**config.mk**
```make
export PLATFORM = sky130hd
export DESIGN_NAME = axis_reg_slice_flat
export DESIGN_NICKNAME = d
export VERILOG_FILES = /design/src/rtl/axistream_if.sv /design/src/rtl/axis_reg_slice.sv /design/src/flat_wrapper.sv
export SDC_FILE = /design/constraint.sdc
export NUM_CORES = 1
export LEC_CHECK = 0
export CORE_MARGIN = 4
export CORE_UTILIZATION = 33
export DETAILED_ROUTE_END_ITERATION = 10
export SYNTH_ARGS = -nofsm -noshare
export SYNTH_HDL_FRONTEND = slang
export SYNTH_SLANG_ARGS = --single-unit
```
**constraint.sdc**
```tcl
create_clock -name aclk -period 1.7 [get_ports aclk]
set_input_delay 0.17 -clock aclk [delete_from_list [all_inputs] [get_ports aclk]]
set_output_delay 0.17 -clock aclk [all_outputs]
set_load 0.02 [all_outputs]
```
**src/rtl/axistream_if.sv**
```systemverilog
// axistream_if: AXI-Stream bundle with master and slave views
interface axistream_if #(
    parameter int DWIDTH     = 32,
    parameter int ID_WIDTH   = 1,
    parameter int DEST_WIDTH = 1,
    parameter int USER_WIDTH = 1,
    parameter int BYTES      = (DWIDTH + 7) / 8
);
    logic                  tvalid;
    logic                  tready;
    logic [DWIDTH-1:0]     tdata;
    logic [BYTES-1:0]      tstrb;
    logic [BYTES-1:0]      tkeep;
    logic                  tlast;
    logic [ID_WIDTH-1:0]   tid;
    logic [DEST_WIDTH-1:0] tdest;
    logic [USER_WIDTH-1:0] tuser;
    modport master (output tvalid, tdata, tstrb, tkeep, tlast, tid, tdest, tuser, input tready);
    modport slave  (input tvalid, tdata, tstrb, tkeep, tlast, tid, tdest, tuser, output tready);
endinterface

```
**src/rtl/axis_reg_slice.sv**
```systemverilog
// axis_reg_slice: fully registered AXI-Stream stage with a two-entry skid buffer.
// Define AXIS_SLICE_STATS_EN to add beat/packet/stall counters.
module axis_reg_slice #(
    parameter int DWIDTH     = 32,
    parameter int ID_WIDTH   = 1,
    parameter int DEST_WIDTH = 1,
    parameter int USER_WIDTH = 1,
    localparam int BYTES     = (DWIDTH + 7) / 8
) (
    input logic aclk,
    input logic areset,
    axistream_if.slave  s_axis,
    axistream_if.master m_axis
`ifdef AXIS_SLICE_STATS_EN
    ,
    input  logic        stats_clr,
    output logic [31:0] stat_beats,
    output logic [31:0] stat_pkts,
    output logic [31:0] stat_stalls
`endif
);
    localparam int BW = DWIDTH + 2 * BYTES + ID_WIDTH + DEST_WIDTH + USER_WIDTH + 1;

    typedef enum logic [1:0] {EMPTY, ONE, FULL} state_t;

    state_t        state_q, state_n;
    logic          valid_q, rdy_q, s_hs, m_hs;
    logic [BW-1:0] s_beat, main_q, skid_q;

    assign s_beat = {s_axis.tdata, s_axis.tstrb, s_axis.tkeep, s_axis.tlast,
                     s_axis.tid, s_axis.tdest, s_axis.tuser};
    assign {m_axis.tdata, m_axis.tstrb, m_axis.tkeep, m_axis.tlast,
            m_axis.tid, m_axis.tdest, m_axis.tuser} = main_q;
    assign m_axis.tvalid = valid_q;
    assign s_axis.tready = rdy_q;

    always_comb begin
        s_hs    = s_axis.tvalid & rdy_q;
        m_hs    = valid_q & m_axis.tready;
        state_n = (state_q == EMPTY) ? (s_hs ? ONE : EMPTY) :
                  (state_q == ONE)   ? ((s_hs & ~m_hs) ? FULL : (~s_hs & m_hs) ? EMPTY : ONE) :
                                       (m_hs ? ONE : FULL);
    end

    // skid only captures the beat that arrives while the main register is stalled
    always_ff @(posedge aclk) begin
        if (areset) begin
            state_q <= EMPTY;
            valid_q <= 1'b0;
            rdy_q   <= 1'b0;
            main_q  <= '0;
            skid_q  <= '0;
        end else begin
            state_q <= state_n;
            valid_q <= state_n != EMPTY;
            rdy_q   <= state_n != FULL;
            if (s_hs && (state_q == EMPTY || m_hs))
                main_q <= s_beat;
            else if (state_q == FULL && m_hs)
                main_q <= skid_q;
            if (s_hs && state_q == ONE && !m_hs)
                skid_q <= s_beat;
        end
    end

`ifdef AXIS_SLICE_STATS_EN
    logic [31:0] beats_q, pkts_q, stalls_q;

    always_ff @(posedge aclk) begin
        if (areset || stats_clr) begin
            beats_q  <= '0;
            pkts_q   <= '0;
            stalls_q <= '0;
        end else begin
            beats_q  <= beats_q + 32'(m_hs);
            pkts_q   <= pkts_q + 32'(m_hs & m_axis.tlast);
            stalls_q <= stalls_q + 32'(valid_q & ~m_axis.tready);
        end
    end

    assign stat_beats  = beats_q;
    assign stat_pkts   = pkts_q;
    assign stat_stalls = stalls_q;
`endif
endmodule

```
**src/flat_wrapper.sv**
```systemverilog
// flat-port wrapper written by rule: the top's interface ports become plain ports
module axis_reg_slice_flat 
#(
    parameter int DWIDTH     = 32,
    parameter int ID_WIDTH   = 1,
    parameter int DEST_WIDTH = 1,
    parameter int USER_WIDTH = 1,
    localparam int BYTES     = (DWIDTH + 7) / 8
)
  (aclk, areset, s_axis_tvalid, s_axis_tdata, s_axis_tstrb, s_axis_tkeep, s_axis_tlast, s_axis_tid, s_axis_tdest, s_axis_tuser, s_axis_tready, m_axis_tvalid, m_axis_tdata, m_axis_tstrb, m_axis_tkeep, m_axis_tlast, m_axis_tid, m_axis_tdest, m_axis_tuser, m_axis_tready);
  axistream_if #(.DWIDTH(DWIDTH), .ID_WIDTH(ID_WIDTH), .DEST_WIDTH(DEST_WIDTH), .USER_WIDTH(USER_WIDTH)) s_axis_i ();
  axistream_if #(.DWIDTH(DWIDTH), .ID_WIDTH(ID_WIDTH), .DEST_WIDTH(DEST_WIDTH), .USER_WIDTH(USER_WIDTH)) m_axis_i ();
  input logic aclk;
  input logic areset;
  input wire logic [$bits(s_axis_i.tvalid)-1:0] s_axis_tvalid;
  input wire logic [$bits(s_axis_i.tdata)-1:0] s_axis_tdata;
  input wire logic [$bits(s_axis_i.tstrb)-1:0] s_axis_tstrb;
  input wire logic [$bits(s_axis_i.tkeep)-1:0] s_axis_tkeep;
  input wire logic [$bits(s_axis_i.tlast)-1:0] s_axis_tlast;
  input wire logic [$bits(s_axis_i.tid)-1:0] s_axis_tid;
  input wire logic [$bits(s_axis_i.tdest)-1:0] s_axis_tdest;
  input wire logic [$bits(s_axis_i.tuser)-1:0] s_axis_tuser;
  output wire logic [$bits(s_axis_i.tready)-1:0] s_axis_tready;
  output wire logic [$bits(m_axis_i.tvalid)-1:0] m_axis_tvalid;
  output wire logic [$bits(m_axis_i.tdata)-1:0] m_axis_tdata;
  output wire logic [$bits(m_axis_i.tstrb)-1:0] m_axis_tstrb;
  output wire logic [$bits(m_axis_i.tkeep)-1:0] m_axis_tkeep;
  output wire logic [$bits(m_axis_i.tlast)-1:0] m_axis_tlast;
  output wire logic [$bits(m_axis_i.tid)-1:0] m_axis_tid;
  output wire logic [$bits(m_axis_i.tdest)-1:0] m_axis_tdest;
  output wire logic [$bits(m_axis_i.tuser)-1:0] m_axis_tuser;
  input wire logic [$bits(m_axis_i.tready)-1:0] m_axis_tready;
  assign s_axis_i.tvalid = s_axis_tvalid;
  assign s_axis_i.tdata = s_axis_tdata;
  assign s_axis_i.tstrb = s_axis_tstrb;
  assign s_axis_i.tkeep = s_axis_tkeep;
  assign s_axis_i.tlast = s_axis_tlast;
  assign s_axis_i.tid = s_axis_tid;
  assign s_axis_i.tdest = s_axis_tdest;
  assign s_axis_i.tuser = s_axis_tuser;
  assign s_axis_tready = s_axis_i.tready;
  assign m_axis_tvalid = m_axis_i.tvalid;
  assign m_axis_tdata = m_axis_i.tdata;
  assign m_axis_tstrb = m_axis_i.tstrb;
  assign m_axis_tkeep = m_axis_i.tkeep;
  assign m_axis_tlast = m_axis_i.tlast;
  assign m_axis_tid = m_axis_i.tid;
  assign m_axis_tdest = m_axis_i.tdest;
  assign m_axis_tuser = m_axis_i.tuser;
  assign m_axis_i.tready = m_axis_tready;
  axis_reg_slice #(.DWIDTH(DWIDTH), .ID_WIDTH(ID_WIDTH), .DEST_WIDTH(DEST_WIDTH), .USER_WIDTH(USER_WIDTH)) u_core (.aclk(aclk), .areset(areset), .s_axis(s_axis_i), .m_axis(m_axis_i));
endmodule
```
==> impl_metrics.toml <==
[timing]
period_minus_slack_ps = 1540
setup_viol = 0
fmax_mhz = 649
max_slew_margin = 0.716
maxSlewViolCount = 0
hold_slack_ps = 355
rsz0062_at_grt = "no"
finalHoldViolCount = 0
fin_crit_sh = 0.906
fin_skew_ps = 7.39
tightest_slew_ps = 426

[worst_setup_path]
ff2ff_setup_slack_ps = 160
rr_endpoint = "u_core.main_q[42]"
start_kind = "flop"
worstPathRequired_ps = 1920
critical_path.endpoint_type = "flop"
crit_type = "flop to flop"
rr_worst_depth = 4
reg2reg_from = "u_core.state_q[1]"
worst-path-max-fanout = 15
cp.arrival_ps = 1760

[finish]
num-fill-cells = 1162
areaGrowthSynthToFinish_pct = 33.3
layout-drive-gt1-share = 0.179
fin_nets = 558
num_antenna_cells = 0
fin_area_sq_um = 5510

[synthesis]
syn_area_sq_um = 4140
yosysUniqueCellTypes = 24
synth-seq-area-share = 0.445
yosysWarnings = 0
synth_cells = 438
syn_nets = 487
postSynthAreaPerCell_sq_um = 9.45
ys_ff_latch = 92

[grt]
grt_use_total = 0.168
grt_max_degree = 92
grt_pass1_vias = 3789
grt_pass1_wl_um = 20000
antenna_found_initial = 0
overflow = 0

[drt]
first_pass_iters = 6
vias = 3812
final_antenna_net_count = 0
drc = 0
drt-total-wl_um = 12300
viasPerCell = 5.60
first_iter_violations = 343
routedWlPerCell_um = 18.0

[floorplanning]
ios = 94
die_h_um = 120
start_util = 0.340
core_sq_um = 12200
dieArea_sq_um = 14400
placementRows = 40
dieWidth_um = 120

[placement]
place.port_buffers = 93
hpwl_um = 7580
post_dp_cell_area_sq_um = 5240
place.gp.congestion = 0.793

[pwr]
peakVddDrop_mv = 0.437
leakage_uw = 0.00202
power_density_nw_per_um2 = 973

[worst_hold_path]
whs_path_depth = 3
min_path_type = "primary input to flop"
hold_path.startpoint = "areset"
hold_end = "u_core.skid_q[24]"

[clocking]
clk_path_buf_depth = 2
cts-buffers-inserted = 9
cts_tree = "built"
cts_root_buf = "clkbuf_16"
cts.sinks = 92
path_clk_slew_ps = 70
clock_latency_ps = 330
post_cts_buffers = 0
cts_resized = 0
cts_hold_buf = 0
htreeDepth = 3

[job]
drv_cap = 0

[outcome]
status = "finished, final reports clean"
==> cell type report <==
cell class	count	area [sq um]	area share
sequential	92	1850	0.335
clock buffer	10	239	0.0433
tap	168	210	0.0381
clock inverter	5	37.5	0.00681
multi-input combinational	240	1800	0.326
inverter	47	176	0.0320
timing repair buffer	119	1210	0.219
==> cell usage in the layout (no fill, tap or decap), types with 2 or more instances in the layout <==
cell	n
clkdlybuf4s50_1	92
dfxtp_1	90
a21oi_1	47
nand4_1	45
inv_1	45
o31ai_1	44
a31oi_1	44
o221a_2	38
buf_4	19
clkbuf_16	9
buf_12	7
o221a_1	6
o21a_1	3
clkinvlp_4	3
inv_2	2
nand2b_2	2
nand2_1	2
==> how the worst max path moves through the flow <==
stage | start | end | depth (start not counted)
3_3_place_gp | m_axis_tready | u_core.main_q[35] | 6
6_report | u_core.state_q[1] | u_core.main_q[42] | 4
5_1_grt | u_core.state_q[1] | u_core.main_q[42] | 4
2_1_floorplan | u_core.m_axis.tvalid | u_core.state_q[0] | 8
4_1_cts | u_core.state_q[1] | u_core.main_q[42] | 4
3_5_place_dp | s_axis_tvalid | u_core.state_q[0] | 7
==> synthesized netlist by cell type <==
library cell	instances	area (sq um)
buf_4	4	30.0
o221a_1	6	67.6
a21oi_1	47	235
dfxtp_1	92	1840
nand2b_1	3	18.8
o2bb2ai_2	1	15.0
inv_2	2	7.51
o31ai_1	44	330
o221a_2	38	428
ha_1	1	12.5
nand4_1	45	282
o22ai_1	1	6.26
buf_1	1	3.75
nand2_1	3	11.3
buf_2	15	75.1
inv_1	45	169
nor2b_1	1	6.26
a31oi_1	44	275
nand4b_4	1	23.8
o311ai_4	1	26.3
o21a_1	3	22.5
buf_6	13	146
and2_1	1	6.26
clkbuf_1	26	97.6
==> critical path: stages (launching register included) <==
cell and delay (ps):
dfxtp_1 580, nand4b_4 140, nand2b_2 220, buf_4 210, o221a_2 280
==> flip-flops by register name, summed over array words and instances (netlist names) <==
register,flops
u_core.m_axis.tvalid,1
u_core.main_q,44
u_core.s_axis.tready,1
u_core.skid_q,44
u_core.state_q,2
==> per-layer routing <==
metal	wire length [um]	vias to the layer above	track usage
met5	0	-	0
met4	119	0	0.0515
met3	602	10	0.0292
met2	6260	115	0.287
met1	5280	1856	0.215
li1	-	1831	-
==> cells by family after synthesis <==
family                     share of synthesized area
AOI/OAI and AO/OA                              0.340
buffers and inverters                          0.128
DFF                                            0.445
and+or+nand+nor                               0.0841
adders and majority gates                    0.00302
==> per-stage QoR <==
stage               power (uW)  TNS [ps]  setup slack [ps]  utilization  instances
floorplan                 3020         0              39.3            -        438
global placement          3530      -305             -24.6        0.431        666
detailed placement        3540      -682             -50.0        0.431        666
CTS                       5410         0               154        0.453        681
global route              5580         0              83.7        0.453        681
finish                    5360         0               160        0.453        681
==> where the power goes <==
group          switching, uW  total, uW  internal, uW
clock network            841       1870          1030
logic                    603       1120           516
registers               89.3       2380          2290
total                   1530       5360          3830
No activity file was read; power rests on OpenSTA's default activity.
